File: config.mk
export PLATFORM = sky130hd
export DESIGN_NAME = regfile_read_ctrl
export DESIGN_NICKNAME = d
export VERILOG_FILES = /design/src/rtl/regfile_read_ctrl.sv
export SDC_FILE = /design/constraint.sdc
export NUM_CORES = 1
export LEC_CHECK = 0
export CORE_MARGIN = 4
export CORE_UTILIZATION = 45
export CTS_CLUSTER_SIZE = 8
export DETAILED_ROUTE_END_ITERATION = 8
export GPL_TIMING_DRIVEN = 1
export PLACE_DENSITY_LB_ADDON = 0.08
export SLEW_MARGIN = 15
export SYNTH_ARGS = -nofsm -noshare
export SYNTH_HDL_FRONTEND = slang
export SYNTH_SLANG_ARGS = --single-unit
File: constraint.sdc
create_clock -name clk -period 5 [get_ports clk]
set_clock_uncertainty 0.15 [all_clocks]
set_input_delay 1 -clock clk [delete_from_list [all_inputs] [get_ports clk]]
set_output_delay 1 -clock clk [all_outputs]
set_load 0.05 [all_outputs]
File: src/rtl/regfile_read_ctrl.sv
// ============================================================================
// regfile_read_ctrl : operand read sequencer with 32-entry scoreboard + bypass
// Revision: 1.0
// ============================================================================
`default_nettype none

module regfile_read_ctrl #(
   parameter int XLEN   = 32,
   parameter int REG_AW = 5
) (
   input  logic              clk,
   input  logic              reset,
   input  logic              dec_valid,
   output logic              dec_ready,
   input  logic [REG_AW-1:0] dec_rs1,
   input  logic [REG_AW-1:0] dec_rs2,
   input  logic [REG_AW-1:0] dec_rd,
   input  logic              dec_rd_wen,
   output logic [REG_AW-1:0] rf_read_addr_1,
   output logic [REG_AW-1:0] rf_read_addr_2,
   input  logic [XLEN-1:0]   rf_read_data_1,
   input  logic [XLEN-1:0]   rf_read_data_2,
   output logic              rf_write_enable,
   output logic [REG_AW-1:0] rf_write_addr,
   output logic [XLEN-1:0]   rf_write_data,
   input  logic              wb_valid,
   input  logic [REG_AW-1:0] wb_addr,
   input  logic [XLEN-1:0]   wb_data,
   output logic              ex_valid,
   input  logic              ex_ready,
   output logic [XLEN-1:0]   ex_rs1_data,
   output logic [XLEN-1:0]   ex_rs2_data,
   output logic [REG_AW-1:0] ex_rd,
   output logic              ex_rd_wen,
   output logic              sb_busy,
   output logic              wb_unexpected
);

   localparam int NUM_REGS = 2**REG_AW;

   typedef enum logic [1:0] {S_IDLE = 2'd0, S_READ = 2'd1, S_OUT = 2'd2} state_t;

   state_t              state_q, state_d;
   logic [NUM_REGS-1:0] sb_q, sb_d;
   logic [REG_AW-1:0]   rs1_q, rs1_d, rs2_q, rs2_d, rd_q, rd_d;
   logic                rd_wen_q, rd_wen_d;
   logic                byp1_q, byp1_d, byp2_q, byp2_d;
   logic [XLEN-1:0]     byp_data1_q, byp_data1_d, byp_data2_q, byp_data2_d;
   logic [XLEN-1:0]     ex_rs1_data_q, ex_rs1_data_d, ex_rs2_data_q, ex_rs2_data_d;
   logic                wb_unexp_q, wb_unexp_d;

   logic wb_clr, hit_rs1, hit_rs2, hit_rd, hazard, issue;

   assign wb_clr  = wb_valid && (wb_addr != '0);
   assign hit_rs1 = wb_clr && (wb_addr == dec_rs1);
   assign hit_rs2 = wb_clr && (wb_addr == dec_rs2);
   assign hit_rd  = wb_clr && (wb_addr == dec_rd);

   // A write-back landing this cycle resolves the hazard it would otherwise cause
   assign hazard = ((dec_rs1 != '0) && sb_q[dec_rs1] && !hit_rs1) ||
                   ((dec_rs2 != '0) && sb_q[dec_rs2] && !hit_rs2) ||
                   (dec_rd_wen && (dec_rd != '0) && sb_q[dec_rd] && !hit_rd);

   assign dec_ready = reset && (state_q == S_IDLE) && !hazard;
   assign issue     = dec_valid && dec_ready;

   assign rf_write_enable = reset && wb_clr;
   assign rf_write_addr   = wb_addr;
   assign rf_write_data   = wb_data;

   assign rf_read_addr_1 = (state_q == S_IDLE) ? dec_rs1 : rs1_q;
   assign rf_read_addr_2 = (state_q == S_IDLE) ? dec_rs2 : rs2_q;

   assign ex_valid      = reset && (state_q == S_OUT);
   assign ex_rs1_data   = ex_rs1_data_q;
   assign ex_rs2_data   = ex_rs2_data_q;
   assign ex_rd         = rd_q;
   assign ex_rd_wen     = rd_wen_q;
   assign sb_busy       = |sb_q;
   assign wb_unexpected = wb_unexp_q;

   always_comb begin
      state_d       = state_q;
      rs1_d         = rs1_q;
      rs2_d         = rs2_q;
      rd_d          = rd_q;
      rd_wen_d      = rd_wen_q;
      byp1_d        = byp1_q;
      byp2_d        = byp2_q;
      byp_data1_d   = byp_data1_q;
      byp_data2_d   = byp_data2_q;
      ex_rs1_data_d = ex_rs1_data_q;
      ex_rs2_data_d = ex_rs2_data_q;

      case (state_q)
         S_IDLE: begin
            if (issue) begin
               rs1_d    = dec_rs1;
               rs2_d    = dec_rs2;
               rd_d     = dec_rd;
               rd_wen_d = dec_rd_wen;
               // The RF read issued this cycle returns the pre-write value
               byp1_d   = hit_rs1;
               byp2_d   = hit_rs2;
               if (hit_rs1) byp_data1_d = wb_data;
               if (hit_rs2) byp_data2_d = wb_data;
               state_d  = S_READ;
            end
         end
         S_READ: begin
            ex_rs1_data_d = (rs1_q == '0) ? '0 : (byp1_q ? byp_data1_q : rf_read_data_1);
            ex_rs2_data_d = (rs2_q == '0) ? '0 : (byp2_q ? byp_data2_q : rf_read_data_2);
            state_d       = S_OUT;
         end
         S_OUT: begin
            if (ex_ready) begin
               byp1_d  = 1'b0;
               byp2_d  = 1'b0;
               state_d = S_IDLE;
            end
         end
         default: state_d = S_IDLE;
      endcase

      sb_d = sb_q;
      if (wb_clr) sb_d[wb_addr] = 1'b0;
      if (issue && dec_rd_wen && (dec_rd != '0)) sb_d[dec_rd] = 1'b1;
      sb_d[0] = 1'b0;

      wb_unexp_d = wb_unexp_q || (wb_clr && !sb_q[wb_addr]);
   end

   always_ff @(posedge clk) begin
      if (!reset) begin
         state_q       <= S_IDLE;
         sb_q          <= '0;
         rs1_q         <= '0;
         rs2_q         <= '0;
         rd_q          <= '0;
         rd_wen_q      <= 1'b0;
         byp1_q        <= 1'b0;
         byp2_q        <= 1'b0;
         byp_data1_q   <= '0;
         byp_data2_q   <= '0;
         ex_rs1_data_q <= '0;
         ex_rs2_data_q <= '0;
         wb_unexp_q    <= 1'b0;
      end else begin
         state_q       <= state_d;
         sb_q          <= sb_d;
         rs1_q         <= rs1_d;
         rs2_q         <= rs2_d;
         rd_q          <= rd_d;
         rd_wen_q      <= rd_wen_d;
         byp1_q        <= byp1_d;
         byp2_q        <= byp2_d;
         byp_data1_q   <= byp_data1_d;
         byp_data2_q   <= byp_data2_d;
         ex_rs1_data_q <= ex_rs1_data_d;
         ex_rs2_data_q <= ex_rs2_data_d;
         wb_unexp_q    <= wb_unexp_d;
      end
   end

endmodule

`default_nettype wire

==> results_dict.tcl, run 1 <==
set metrics [dict create \
    clk_lat_worst_skew_ns 0.42 \
    timing.critical_path.fanout_max 7 \
    p_seq_frac 0.425 \
    synth_top_family_by_area "multiplexers" \
    pre_cts_ws_ns 0.4747 \
    layout_common_cells "241 x sky130_fd_sc_hd__clkdlybuf4s50_1, 178 x sky130_fd_sc_hd__dfxtp_1, 125 x sky130_fd_sc_hd__nand2_1, 91 x sky130_fd_sc_hd__mux2i_1, 77 x sky130_fd_sc_hd__nor2_1" \
    max_freq_mhz 220.5 \
    start_of_the_worst_register_to_register_path "state_q[1]$_SDFFE_PN0P_" \
    cp_cell_instances "clkdlybuf4s50_1 -> mux4_2 -> a22oi_1 -> o211ai_1 -> o21bai_1 -> a32oi_2 -> and4_1 -> buf_12" \
    synth_edf_count 0 \
    dominantRegCellSynth "sky130_fd_sc_hd__dfxtp_1" \
    netlist.area_leader.share 0.3820 \
    cap_violations 0 \
    finalSetupViolCount 0 \
    design_area_um2 12270 \
    status "completed" \
    smallest_setup_slack_after_layout_ns 0.4647 \
    cts-htree-levels 4 \
    cts.sinks 180 \
    area_delta_synth_final_pct 30.07 \
    grt_max_degree 71 \
    share_of_synthesized_cell_area_in_and_or_nand_and_nor_gates 0.1363 \
    cts_root_buffer "sky130_fd_sc_hd__clkbuf_16" \
    critPathMaxStageDelay_ns 0.70 \
    rsz0062_at_grt "false" \
    ioPinCount 244 \
    initial_cell_density_of_the_core 0.4618 \
    fp.dieArea_um2 23340 \
    number_of_buffers_created_by_cts 17 \
    synth_seq_area_share 0.3820 \
    synth_seq_cells 180 \
    hold_fix_buffers_at_cts 0 \
    timing_max_transition_violations_final 0 \
    yosysWarnings 0 \
    most_common_cell_after_layout_fill_and_taps_aside "sky130_fd_sc_hd__clkdlybuf4s50_1" \
    period_needed_ns 4.535 \
    power_per_cell_area_nw_per_um2 281.8 \
    yosys.area_share.xor_xnor 0.01393 \
    cpMaxStageDelayCell "sky130_fd_sc_hd__clkdlybuf4s50_1" \
    final_core_util 0.6006 \
    route.vias.total 7954 \
    post-dp-hpwl_um 20020 \
    cts.path.max_buffers 2 \
    postCtsSetupRepairBufs 0 \
    total_number_of_nets_in_the_final_design 1241 \
    hold_viol_final 0 \
    placed_area_um2 11670 \
    grt-busiest-layer "met2" \
    class_of_the_tightest_hold_or_removal_check "reg -> reg" \
    detailedRoute.firstPassIterationCount 5 \
    use_met2 0.3956 \
    core_area_um2 20430 \
    mappedNetlistNets 1086 \
    overflow 0 \
    transition_time_of_the_tightest_slew_check_pin_ns 1.124 \
    syn-cell-area_um2 9434 \
    antenna_left 0 \
    ys_async_sr_fraction 0 \
    post_synth_mux_area_share 0.2434 \
    place.port_buffers 243 \
    synth_cells 964 \
    drc 0 \
    post-route-period-util 0.9071 \
    drt-total-wl_um 28770 \
    p_switching_mw 0.9666 \
    clkSlewWorstSetupHoldPaths_ns 0.07 \
    post_synth_fa_ha_maj_area_fraction 0 \
    die-width_um 152.8 \
    internal_power_mw 2.491 \
    final.setup.tns_ns 0 \
    clock_power_share 0.401 \
    final_cell_count_no_fill 1401 \
    compound_cell_area_share_of_the_yosys_netlist 0.1448 \
    antenna_found_initial 0 \
    std_cell_rows 52 \
    swShare 0.2795 \
    global_route_met1_utilization 0.3217 \
    layout_cell_share_with_drive_strength_beyond_1 0.1671 \
    peakVddDrop_mv 0.2623 \
    placedCellCount 1370 \
    synth.distinct_cells 61 \
    viasPerCell 5.677 \
    first_global_vias 7814 \
    first_pass_grt_wire_length_um 44740 \
    slew-limit-headroom 0.2489 \
    critPathArrivalTime_ns 3.39 \
    power.total_mw 3.458 \
    avgRoutedWirePerCell_um 20.54 \
    gp_congestion 0.9220 \
    fp.dieH_um 152.8 \
    p_comb_frac 0.174 \
    critical_path_startpoint_category "input pin" \
    grt_use_met3 0.04175 \
    hold-worst-slack_ns 0.3043 \
    yosys-top-cells-area "sky130_fd_sc_hd__dfxtp_1 38%, sky130_fd_sc_hd__mux2i_1 9.7%, sky130_fd_sc_hd__mux2_2 9.1%" \
    dr.first_iter.drc_count 490 \
    postCtsResizedCells 0 \
    timing.setup.critical_path_class "in -> out" \
    synth_largest_area_cell "sky130_fd_sc_hd__dfxtp_1" \
    synthesis.area_per_instance_um2 9.786 \
    static-leakage-power_nw 4.461 \
    worst_ep_required_time_ns 3.85 \
    hp-start "byp_data1_q[5]$_SDFFE_PN0P_" \
    setup.worst_path.start "dec_rd[0]" \
    antennaDiodeCount 0 \
    end_kind "output pin" \
    gr-usage-all-layers 0.2363 \
    tritoncts "done" \
]
-- worst max-delay path, delay by kind of cell --
family                 cells  cell delay, ns
muxes                      1            0.55
buffers and inverters      2            0.86
AOI/OAI and AO/OA          4            0.69
and+or+nand+nor            1            0.29
-- cells by family (layout without fill, tap and decap cells) --
logic type / after synthesis / after routing
AO/OA/AOI/OAI: 165 / 165
flip-flops: 180 / 180
buffers and inverters: 133 / 300
XOR/XNOR: 15 / 15
multiplexers: 191 / 191
AND/OR/NAND/NOR: 280 / 280
-- cell type report --
class,count,area (µm²)
fill,1818,8159
inverter,5,21.27
clock inverter,13,172.7
multi-input combinational,651,5106
clock buffer,18,429.2
tap,270,337.8
timing repair buffer,264,2597
sequential,180,3606
-- cell usage after synthesis, drive strengths merged, types with 4 or more instances --
cell type,count
a22oi,66
a31oi,6
buf,74
clkbuf,54
dfxtp,180
inv,5
mux2,77
mux2i,91
mux4,23
nand2,126
nand2b,4
nand3,20
nand3b,11
nor2,77
nor3,8
nor4,10
o211ai,32
o21ai,9
o31ai,18
o41ai,16
or3b,4
xnor2,5
xor2,10
-- path summary, 6_finish.rpt --
check	slack (ns)	cells past startpoint	to
setup / recovery	0.46	8	dec_ready
hold / removal	0.30	2	byp_data1_q[5]$_SDFFE_PN0P_
setup reg to reg	1.99	6	rs2_q[0]$_SDFFE_PN0P_
hold reg to reg	0.30	2	byp_data1_q[5]$_SDFFE_PN0P_
-- power groups by stage --
stage	Combinational [mW]	Sequential (mW)	Clock (mW)
2_1_floorplan	0.332	1.55	0
3_3_place_gp	0.601	1.50	0
5_1_grt	0.636	1.47	1.46
6_report	0.602	1.47	1.39
3_5_place_dp	0.601	1.50	0
4_1_cts	0.604	1.47	1.41
-- sequential cells by signal, summed over array words and instances, names as in the netlist, 2 cells and up --
name / flops
ex_rs2_data: 32
byp_data1_q: 32
byp_data2_q: 32
state_q: 2
sb_q: 31
ex_rs1_data: 32
rs1_q: 5
rs2_q: 5
ex_rd: 5
-- routing by layer --
layer	vias to the layer above	part of all wire
met5	-	0
met4	0	0.014
met3	34	0.053
met2	285	0.49
met1	3851	0.45
li1	3784	-
Note: power is estimated with default switching activity, not from simulation.
==> inputs of run 2 (changes only) <==
--- a/config.mk
+++ b/config.mk
@@ -11,7 +11,7 @@
 export DETAILED_ROUTE_END_ITERATION = 8
 export GPL_TIMING_DRIVEN = 1
 export PLACE_DENSITY_LB_ADDON = 0.08
-export SLEW_MARGIN = 15
+export SLEW_MARGIN = 5
 export SYNTH_ARGS = -nofsm -noshare
 export SYNTH_HDL_FRONTEND = slang
 export SYNTH_SLANG_ARGS = --single-unit
==> results of run 2 <==
Same layout as run 1: the final DEF is identical, and so are final timing and power.
==> inputs of run 3 (changes only) <==
--- a/config.mk
+++ b/config.mk
@@ -15,3 +15,4 @@
 export SYNTH_ARGS = -nofsm -noshare
 export SYNTH_HDL_FRONTEND = slang
 export SYNTH_SLANG_ARGS = --single-unit
+export TNS_END_PERCENT = 50
==> results of run 3 <==
Same layout as run 1: the final DEF is identical, and so are final timing and power.
